## config.mk

```make
export PLATFORM = sky130hd
export DESIGN_NAME = seg_scan_ctrl
export DESIGN_NICKNAME = d
export VERILOG_FILES = /design/src/rtl/seg_scan_pkg.sv /design/src/rtl/seg_scan_prescaler.sv /design/src/rtl/seg_scan_ctrl.sv
export SDC_FILE = /design/constraint.sdc
export NUM_CORES = 1
export LEC_CHECK = 0
export ABC_AREA = 1
export CAP_MARGIN = 20
export CORE_MARGIN = 3
export CORE_UTILIZATION = 60
export CTS_CLUSTER_DIAMETER = 50
export CTS_CLUSTER_SIZE = 20
export DETAILED_ROUTE_END_ITERATION = 8
export PLACE_DENSITY = 0.87
export SYNTH_ARGS = -nofsm -noshare
export SYNTH_HDL_FRONTEND = slang
export SYNTH_SLANG_ARGS = --single-unit
```

## constraint.sdc

```tcl
create_clock -name clk -period 3.3 [get_ports clk]
set_input_delay 0.99 -clock clk [delete_from_list [all_inputs] [get_ports clk]]
set_output_delay 0.99 -clock clk [all_outputs]
set_load 0.02 [all_outputs]
```

## src/rtl/seg_scan_pkg.sv

```systemverilog
// Shared constants and helpers for the seven-segment scan controller.
package seg_scan_pkg;

    localparam int NUM_DIGITS_DEF = 4;
    localparam int PRESCALE_DEF   = 50000;
    localparam int DIM_BITS_DEF   = 3;
    localparam int MAX_DIGITS     = 16;

    function automatic int sel_width(input int n);
        return (n > 1) ? $clog2(n) : 1;
    endfunction

    // Next enabled index above cur, wrapping; cur itself if it is the only one
    function automatic logic [3:0] next_idx(
        input logic [15:0] en,
        input int          n,
        input logic [3:0]  cur
    );
        logic [3:0] res;
        logic       found;
        int         idx;
        res   = '0;
        found = 1'b0;
        for (int k = 1; k <= MAX_DIGITS; k++) begin
            idx = int'(cur) + k;
            if (idx >= n) idx = idx - n;
            if (k <= n && !found && en[idx[3:0]]) begin
                res   = idx[3:0];
                found = 1'b1;
            end
        end
        return res;
    endfunction

    function automatic logic [3:0] lowest_idx(input logic [15:0] en);
        logic [3:0] res;
        res = '0;
        for (int i = MAX_DIGITS - 1; i >= 0; i--) begin
            if (en[i]) res = 4'(i);
        end
        return res;
    endfunction

endpackage

```

## src/rtl/seg_scan_prescaler.sv

```systemverilog
// Slot timer: prescale counter plus brightness phase counter.
// Phase counter exists only when SEG_SCAN_DIM_EN is defined.
module seg_scan_prescaler
    import seg_scan_pkg::*;
#(
    parameter int PRESCALE = PRESCALE_DEF,
    parameter int DIM_BITS = DIM_BITS_DEF
) (
    input  logic                clk,
    input  logic                reset,
    output logic                phase_tick,
    output logic                slot_end,
    output logic [DIM_BITS-1:0] phase
);

    localparam int PW = (PRESCALE > 1) ? $clog2(PRESCALE) : 1;
    localparam logic [PW-1:0] PRE_MAX = PW'(PRESCALE - 1);

    logic [PW-1:0] pre_cnt;

    assign phase_tick = (pre_cnt == PRE_MAX);

    always_ff @(posedge clk or negedge reset) begin
        if (!reset) begin
            pre_cnt <= '0;
        end else if (phase_tick) begin
            pre_cnt <= '0;
        end else begin
            pre_cnt <= pre_cnt + PW'(1);
        end
    end

`ifdef SEG_SCAN_DIM_EN
    logic [DIM_BITS-1:0] phase_q;

    assign phase    = phase_q;
    assign slot_end = phase_tick && (phase_q == '1);

    always_ff @(posedge clk or negedge reset) begin
        if (!reset) begin
            phase_q <= '0;
        end else if (phase_tick) begin
            phase_q <= phase_q + DIM_BITS'(1);
        end
    end
`else
    assign phase    = '0;
    assign slot_end = phase_tick;
`endif

endmodule

```

## src/rtl/seg_scan_ctrl.sv

```systemverilog
// N-digit seven-segment scan controller with enable mask and frame strobe.
// Optional PWM dimming is built when SEG_SCAN_DIM_EN is defined.
module seg_scan_ctrl
    import seg_scan_pkg::*;
#(
    parameter int NUM_DIGITS = NUM_DIGITS_DEF,
    parameter int PRESCALE   = PRESCALE_DEF,
    parameter int DIM_BITS   = DIM_BITS_DEF,
    localparam int SEL_W     = sel_width(NUM_DIGITS)
) (
    input  logic                  clk,
    input  logic                  reset,
    input  logic [NUM_DIGITS-1:0] digit_en,
    input  logic [DIM_BITS-1:0]   brightness,
    output logic [SEL_W-1:0]      sel,
    output logic [NUM_DIGITS-1:0] cat,
    output logic                  frame_start
);

    logic                  phase_tick;
    logic                  slot_end;
    logic [DIM_BITS-1:0]   phase;
    logic [SEL_W-1:0]      cur;
    logic [SEL_W-1:0]      nxt;
    logic                  first_q;
    logic [15:0]           en16;
    logic                  lit;
    logic                  frame_d;
    logic [NUM_DIGITS-1:0] cat_d;
    logic                  unused_bits;

    seg_scan_prescaler #(
        .PRESCALE (PRESCALE),
        .DIM_BITS (DIM_BITS)
    ) u_pre (
        .clk        (clk),
        .reset      (reset),
        .phase_tick (phase_tick),
        .slot_end   (slot_end),
        .phase      (phase)
    );

`ifdef SEG_SCAN_DIM_EN
    assign unused_bits = phase_tick;
`else
    assign unused_bits = ^{phase_tick, phase, brightness};
`endif

    // cur is the digit for the cycle being entered; sel is its registered copy
    always_comb begin
        en16 = 16'(digit_en);
`ifdef SEG_SCAN_DIM_EN
        lit = en16[4'(cur)] && (phase <= brightness);
`else
        lit = en16[4'(cur)];
`endif
        cat_d = '0;
        for (int i = 0; i < NUM_DIGITS; i++) begin
            cat_d[i] = lit && (int'(cur) == NUM_DIGITS - 1 - i);
        end
        frame_d = first_q && (|digit_en)
                  && (4'(cur) == lowest_idx(en16));
        nxt = SEL_W'(next_idx(en16, NUM_DIGITS, 4'(cur)));
    end

    always_ff @(posedge clk or negedge reset) begin
        if (!reset) begin
            cur         <= '0;
            first_q     <= 1'b1;
            sel         <= '0;
            cat         <= '0;
            frame_start <= 1'b0;
        end else begin
            sel         <= cur;
            cat         <= cat_d;
            frame_start <= frame_d;
            first_q     <= slot_end;
            if (slot_end) cur <= nxt;
        end
    end

endmodule

```

# Yosys cells after proc, flatten, opt, wreduce, memory -nomap -nowiden
# Index checks and enable logic that the tools add are counted.
op_classes:
  add_sub_neg: 9
  mux: 26
  eq_ne: 5
  n_lt_le_gt_ge: 9
  n_reduce_logical: 14
op_table:
  columns: ["operator", "count"]
  rows:
  - ["$lt A4 B5 Y1 const B", 4]
  - ["$add A16 B1 Y16 const B", 1]
  - ["$bmux W1 S4", 4]
  - ["$eq A16 B16 Y1 const B", 1]
  - ["$mux W16", 1]
  - ["$mux W2", 8]
  - ["$mux W4", 4]
  - ["$sub A3 B3 Y4 const B", 3]
  - ["$ge A3 B3 Y1 const B", 3]
  - ["$logic_and A1 B1 Y1", 9]
  - ["$mux W1", 8]
  - ["$add A2 B2 Y3 const B", 2]
  - ["$lt A2 B5 Y1 const B", 1]
  - ["$add A2 B3 Y4 const B", 1]
  - ["$eq A2 B2 Y1 const B", 2]
  - ["$eq A2 B4 Y1", 1]
  - ["$ge A4 B3 Y1 const B", 1]
  - ["$reduce_or A4 Y1", 1]
  - ["$sub A4 B3 Y4 const B", 1]
  - ["$add A2 B1 Y3 const B", 1]
  - ["$logic_not A1 Y1", 3]
  - ["$bmux W1 S2", 1]
  - ["$eq A2 B1 Y1 const B", 1]
  - ["$logic_not A2 Y1", 1]
totals:
  out_inout_bits: 7
  word_cells: 69
  inputBits: 9
  register_bits: 26

# Longest topological paths before layout
logic_depth:
  ltp_word: 15
  depth_mapped: 12
  ltp_nobuf: 11

# Hierarchy
# Synthesis repeated with hierarchy kept, for this count alone.
hier_totals:
  cells_unflattened: 213
  area_unflattened_um2: 1600.3
by_module_without_submodules:
  columns: ["module", "cells_each", "area_per_inst_um2", "n_inst", "seq_area_each_um2"]
  rows:
  - ["seg_scan_prescaler", 126, 910.9, 1, 400.4]
  - ["seg_scan_ctrl", 87, 689.4, 1, 251.5]

# Worst setup path after synthesis
# No wires, ideal clock.
synth_timing:
  path_type: "input -> register"
  start: "input port digit_en[2]"
  end: "register cur[1]"
  n_path_buf: 0
  setup_ns: 0.116
  path_stages: 9
  arrival_time_ns: 1.682
  required_ns: 3.184
  path_slack_ns: 1.502
  path_cell_list: "nand2_1 > nand2_2 > nand2_4 > nand2_4 > nor2_4 > nand3_2 > and2_1 > nand2_1 > nand2_1"
synth_between:
  elab_chain_cells: 12
  elab_cells_between_ends: 21
  classes_between: "mux (15); reduce/logical (6)"
synth_lines:
  columns: ["element", "line_no", "rtl"]
  rows:
  - ["start, declared", "seg_scan_ctrl.sv:13", "input logic [NUM_DIGITS-1:0] digit_en,"]
  - ["$bmux W1 S4", "seg_scan_pkg.sv:27", "if (k <= n && !found && en[idx[3:0]]) begin"]
  - ["$mux W1 (implied by the code)", "seg_scan_pkg.sv:27", null]
  - ["$mux W1", "seg_scan_pkg.sv:27", null]
  - ["$logic_not A1 Y1", "seg_scan_pkg.sv:27", null]
  - ["$logic_and A1 B1 Y1", "seg_scan_pkg.sv:27", null]
  - ["$mux W1", "seg_scan_pkg.sv:27", null]
  - ["$logic_not A1 Y1", "seg_scan_pkg.sv:27", null]
  - ["$logic_and A1 B1 Y1", "seg_scan_pkg.sv:27", null]
  - ["$mux W1", "seg_scan_pkg.sv:27", null]
  - ["$logic_not A1 Y1", "seg_scan_pkg.sv:27", null]
  - ["$logic_and A1 B1 Y1", "seg_scan_pkg.sv:27", null]
  - ["$mux W2 (*)", "seg_scan_pkg.sv:27", null]
  - ["end signal, assigned", "seg_scan_ctrl.sv:78", "if (slot_end) cur <= nxt;"]
  - ["end, declared", "seg_scan_ctrl.sv:23", "logic [SEL_W-1:0] cur;"]
# Mark *: on every way between the ends. The rest lies on a longest branch, timed or not. The select of a mux whose other input is x is not followed.
# A chain may end at the register's enable or synchronous reset.

# Worst setup path in the final report
layout_timing:
  start: "register sel[1]"
  end: "output port sel[1]"
layout_rtl:
  columns: ["element", "line_no", "rtl"]
  rows:
  - ["start, declared", "seg_scan_ctrl.sv:15", "output logic [SEL_W-1:0] sel,"]
  - ["start signal, assigned", "seg_scan_ctrl.sv:74", "sel <= cur;"]
# No word-level cell between the ends.

==> run metrics <==
status finished, final reports clean; Final min period 2.29 ns; CP Buf/Inv Count 1; Max Cap Viol 0; Synth warnings 0; Residual DRC 0; critical path class flop to output pin; Clk Latency, worst-skew pair 0.33 ns; worst rel slew slack 60.9%; Chip Width 57.8 µm; Area contributors post-synth dfrtp_1 39%, nand2_1 10%, inv_1 6.5%; io pins 16; Final Max Tran Viols 0; Post-synth EDFFs 0; Wirelength per Cell 12.2 µm; IO buf count 12; Synth area leader dfrtp_1; Mapped Cells 202; Req. time, crit path 2.31 ns; Synth async-reset ratio 100%; CP max stage delay 0.61 ns; GR met1 Demand/Resource 29.9%; met2 Usage GRT 33.4%; CTS clock-pin slew for the worst setup and hold paths 0.15 ns; Seq/Total Area, Yosys 40.5%; initial core utilization 63.8%; Vias 1,330; peak supply drop 0.242 mV; grt ovf 0; Main synth FF type dfrtp_1; ANT cells 0; syn_nets 216; Yosys top cell area share 38.9%; drt total wl 3.02 mm; syn_area_per_cell 7.97 µm²; post-CTS sizing 0; post-DP HPWL 2.39 mm; global-route wire length before repair 5.40 mm; LEAKAGE 0.911 nW; nets@finish 233; Layout area overhead 12.8%; RSZ-0062 raised after global routing no; pin count of the biggest net entering global routing 16; number of global-route vias before repair 1,198; post-route ant nets 0; Final Cycle Share 69.4%; pwr dens 318 nW/µm²; final hold violation count 0; hold buffer count at cts 0; Crit. End Element output pin; Placer Congestion 0.912; GRT Total Usage 20.6%; Global Route met3 Usage 2.67%; Via density 5.36; die area 3340 µm²; design area 1820 µm²; initial antenna violation count 0; initial DRC count 82; Die Span Y 57.8 µm; busiest layer in global routing met2; post-synth cell types 31; Yosys reg bits 26; setup bufs post-CTS 0; H-tree depth 1; placed instance area 1760 µm²; CP arrival 1.30 ns; HP Class flop to flop; CTS tree done; Finished Core Util 72.0%; top cell family by delay on the critical path buffers and inverters; Post-Syn Area 1610 µm²; Core Region 2520 µm²; Worst-Margin Slew 0.584 ns; Worst Skew 0.00385 ns; CP Max Fanout 1; final setup TNS 0 ns; final setup violation count 0; fmax 0.437 GHz; 1st-pass router iterations 4; share of layout cells above drive strength 1 17.4%; root buffer cell clkbuf_4; crit path max-delay cell type clkdlybuf4s50_1; CTS Buf Count 3; Sink Count 26; critical path cell sequence clkdlybuf4s50_1; # rows 18; Hold WS 0.490 ns; startpoint types flop; Clock Path Buffers 2
==> metrics by stage <==
stage / total power [mW] / setup slack (ns) / std cells
finish: 0.577 / 1.01 / 248
global route: 0.597 / 0.956 / 248
CTS: 0.583 / 0.992 / 248
detailed placement: 0.361 / 0.944 / 244
global placement: 0.360 / 0.955 / 244
floorplan: 0.343 / 1.50 / 202
==> cells in the final DEF, fill, tap and decap left out, types with 5 or more instances in the layout <==
cell type	instances
nand2_1	45
inv_1	28
dfrtp_1	25
nor2_1	20
nand3_1	18
clkdlybuf4s50_1	12
inv_2	7
nand4_1	7
nand2_2	6
ha_1	5
==> sequential cells by signal (all words and copies together) (netlist names) <==
register	count
u_pre.pre_cnt	16
cur	2
sel	2
cat	4
frame_start	1
first_q	1
==> synthesized netlist by cell type (2+ instances only) <==
| master | instances |
|---|---|
| nand2_4 | 4 |
| inv_1 | 28 |
| dfrtp_1 | 25 |
| nor3_4 | 2 |
| ha_1 | 5 |
| nand2_1 | 45 |
| nand4_1 | 7 |
| nor2_1 | 20 |
| nand3_2 | 3 |
| a21oi_1 | 4 |
| nor3_1 | 4 |
| xor2_1 | 4 |
| nand3_1 | 18 |
| inv_2 | 7 |
| nand2_2 | 6 |
| nor2_4 | 4 |
| nor2_2 | 2 |
==> final cells by class <==
class | instances | area, µm²
timing repair buffer | 13 | 128
clock inverter | 1 | 30.0
inverter | 36 | 140
clock buffer | 3 | 22.5
fill | 178 | 707
tap | 30 | 37.5
sequential | 26 | 652
multi-input combinational | 139 | 806
==> report_power, final <==
part	total (mW)	leakage (nW)	switching [mW]	internal, mW
Clock	0.222	0.0279	0.0994	0.123
Combinational	0.0352	0.540	0.0215	0.0137
Sequential	0.320	0.343	0.000242	0.319
==> cells by family (layout without fill, tap and decap cells) <==
family	Yosys count	after routing	synth area share, %
AO/OA/AOI/OAI	7	7	2.25
XOR/XNOR	4	4	2.18
adder cells (fa/ha/maj)	5	5	3.89
buffers and inverters	37	53	9.41
flip-flops	26	26	40.5
AND/OR/NAND/NOR	123	123	41.8
==> path summary, 6_finish.rpt <==
kind / from / end / slack (ns) / cells after the start
min reg2reg: first_q / frame_start / 0.49 / 2
max in group asynchronous: reset / first_q / 1.61 / 2
min in group asynchronous: reset / u_pre.pre_cnt[15] / 1.01 / 1
max: sel[1] / sel[1] / 1.01 / 1
max reg2reg: cur[0] / cur[1] / 1.34 / 10
min: first_q / frame_start / 0.49 / 2
==> routing by layer <==
metal	up-vias	routed length, µm
met4	0	22
met3	3	184
met2	51	1380
li1	673	-
met5	-	0
met1	603	1430
Note: power is estimated with default switching activity, not from simulation.
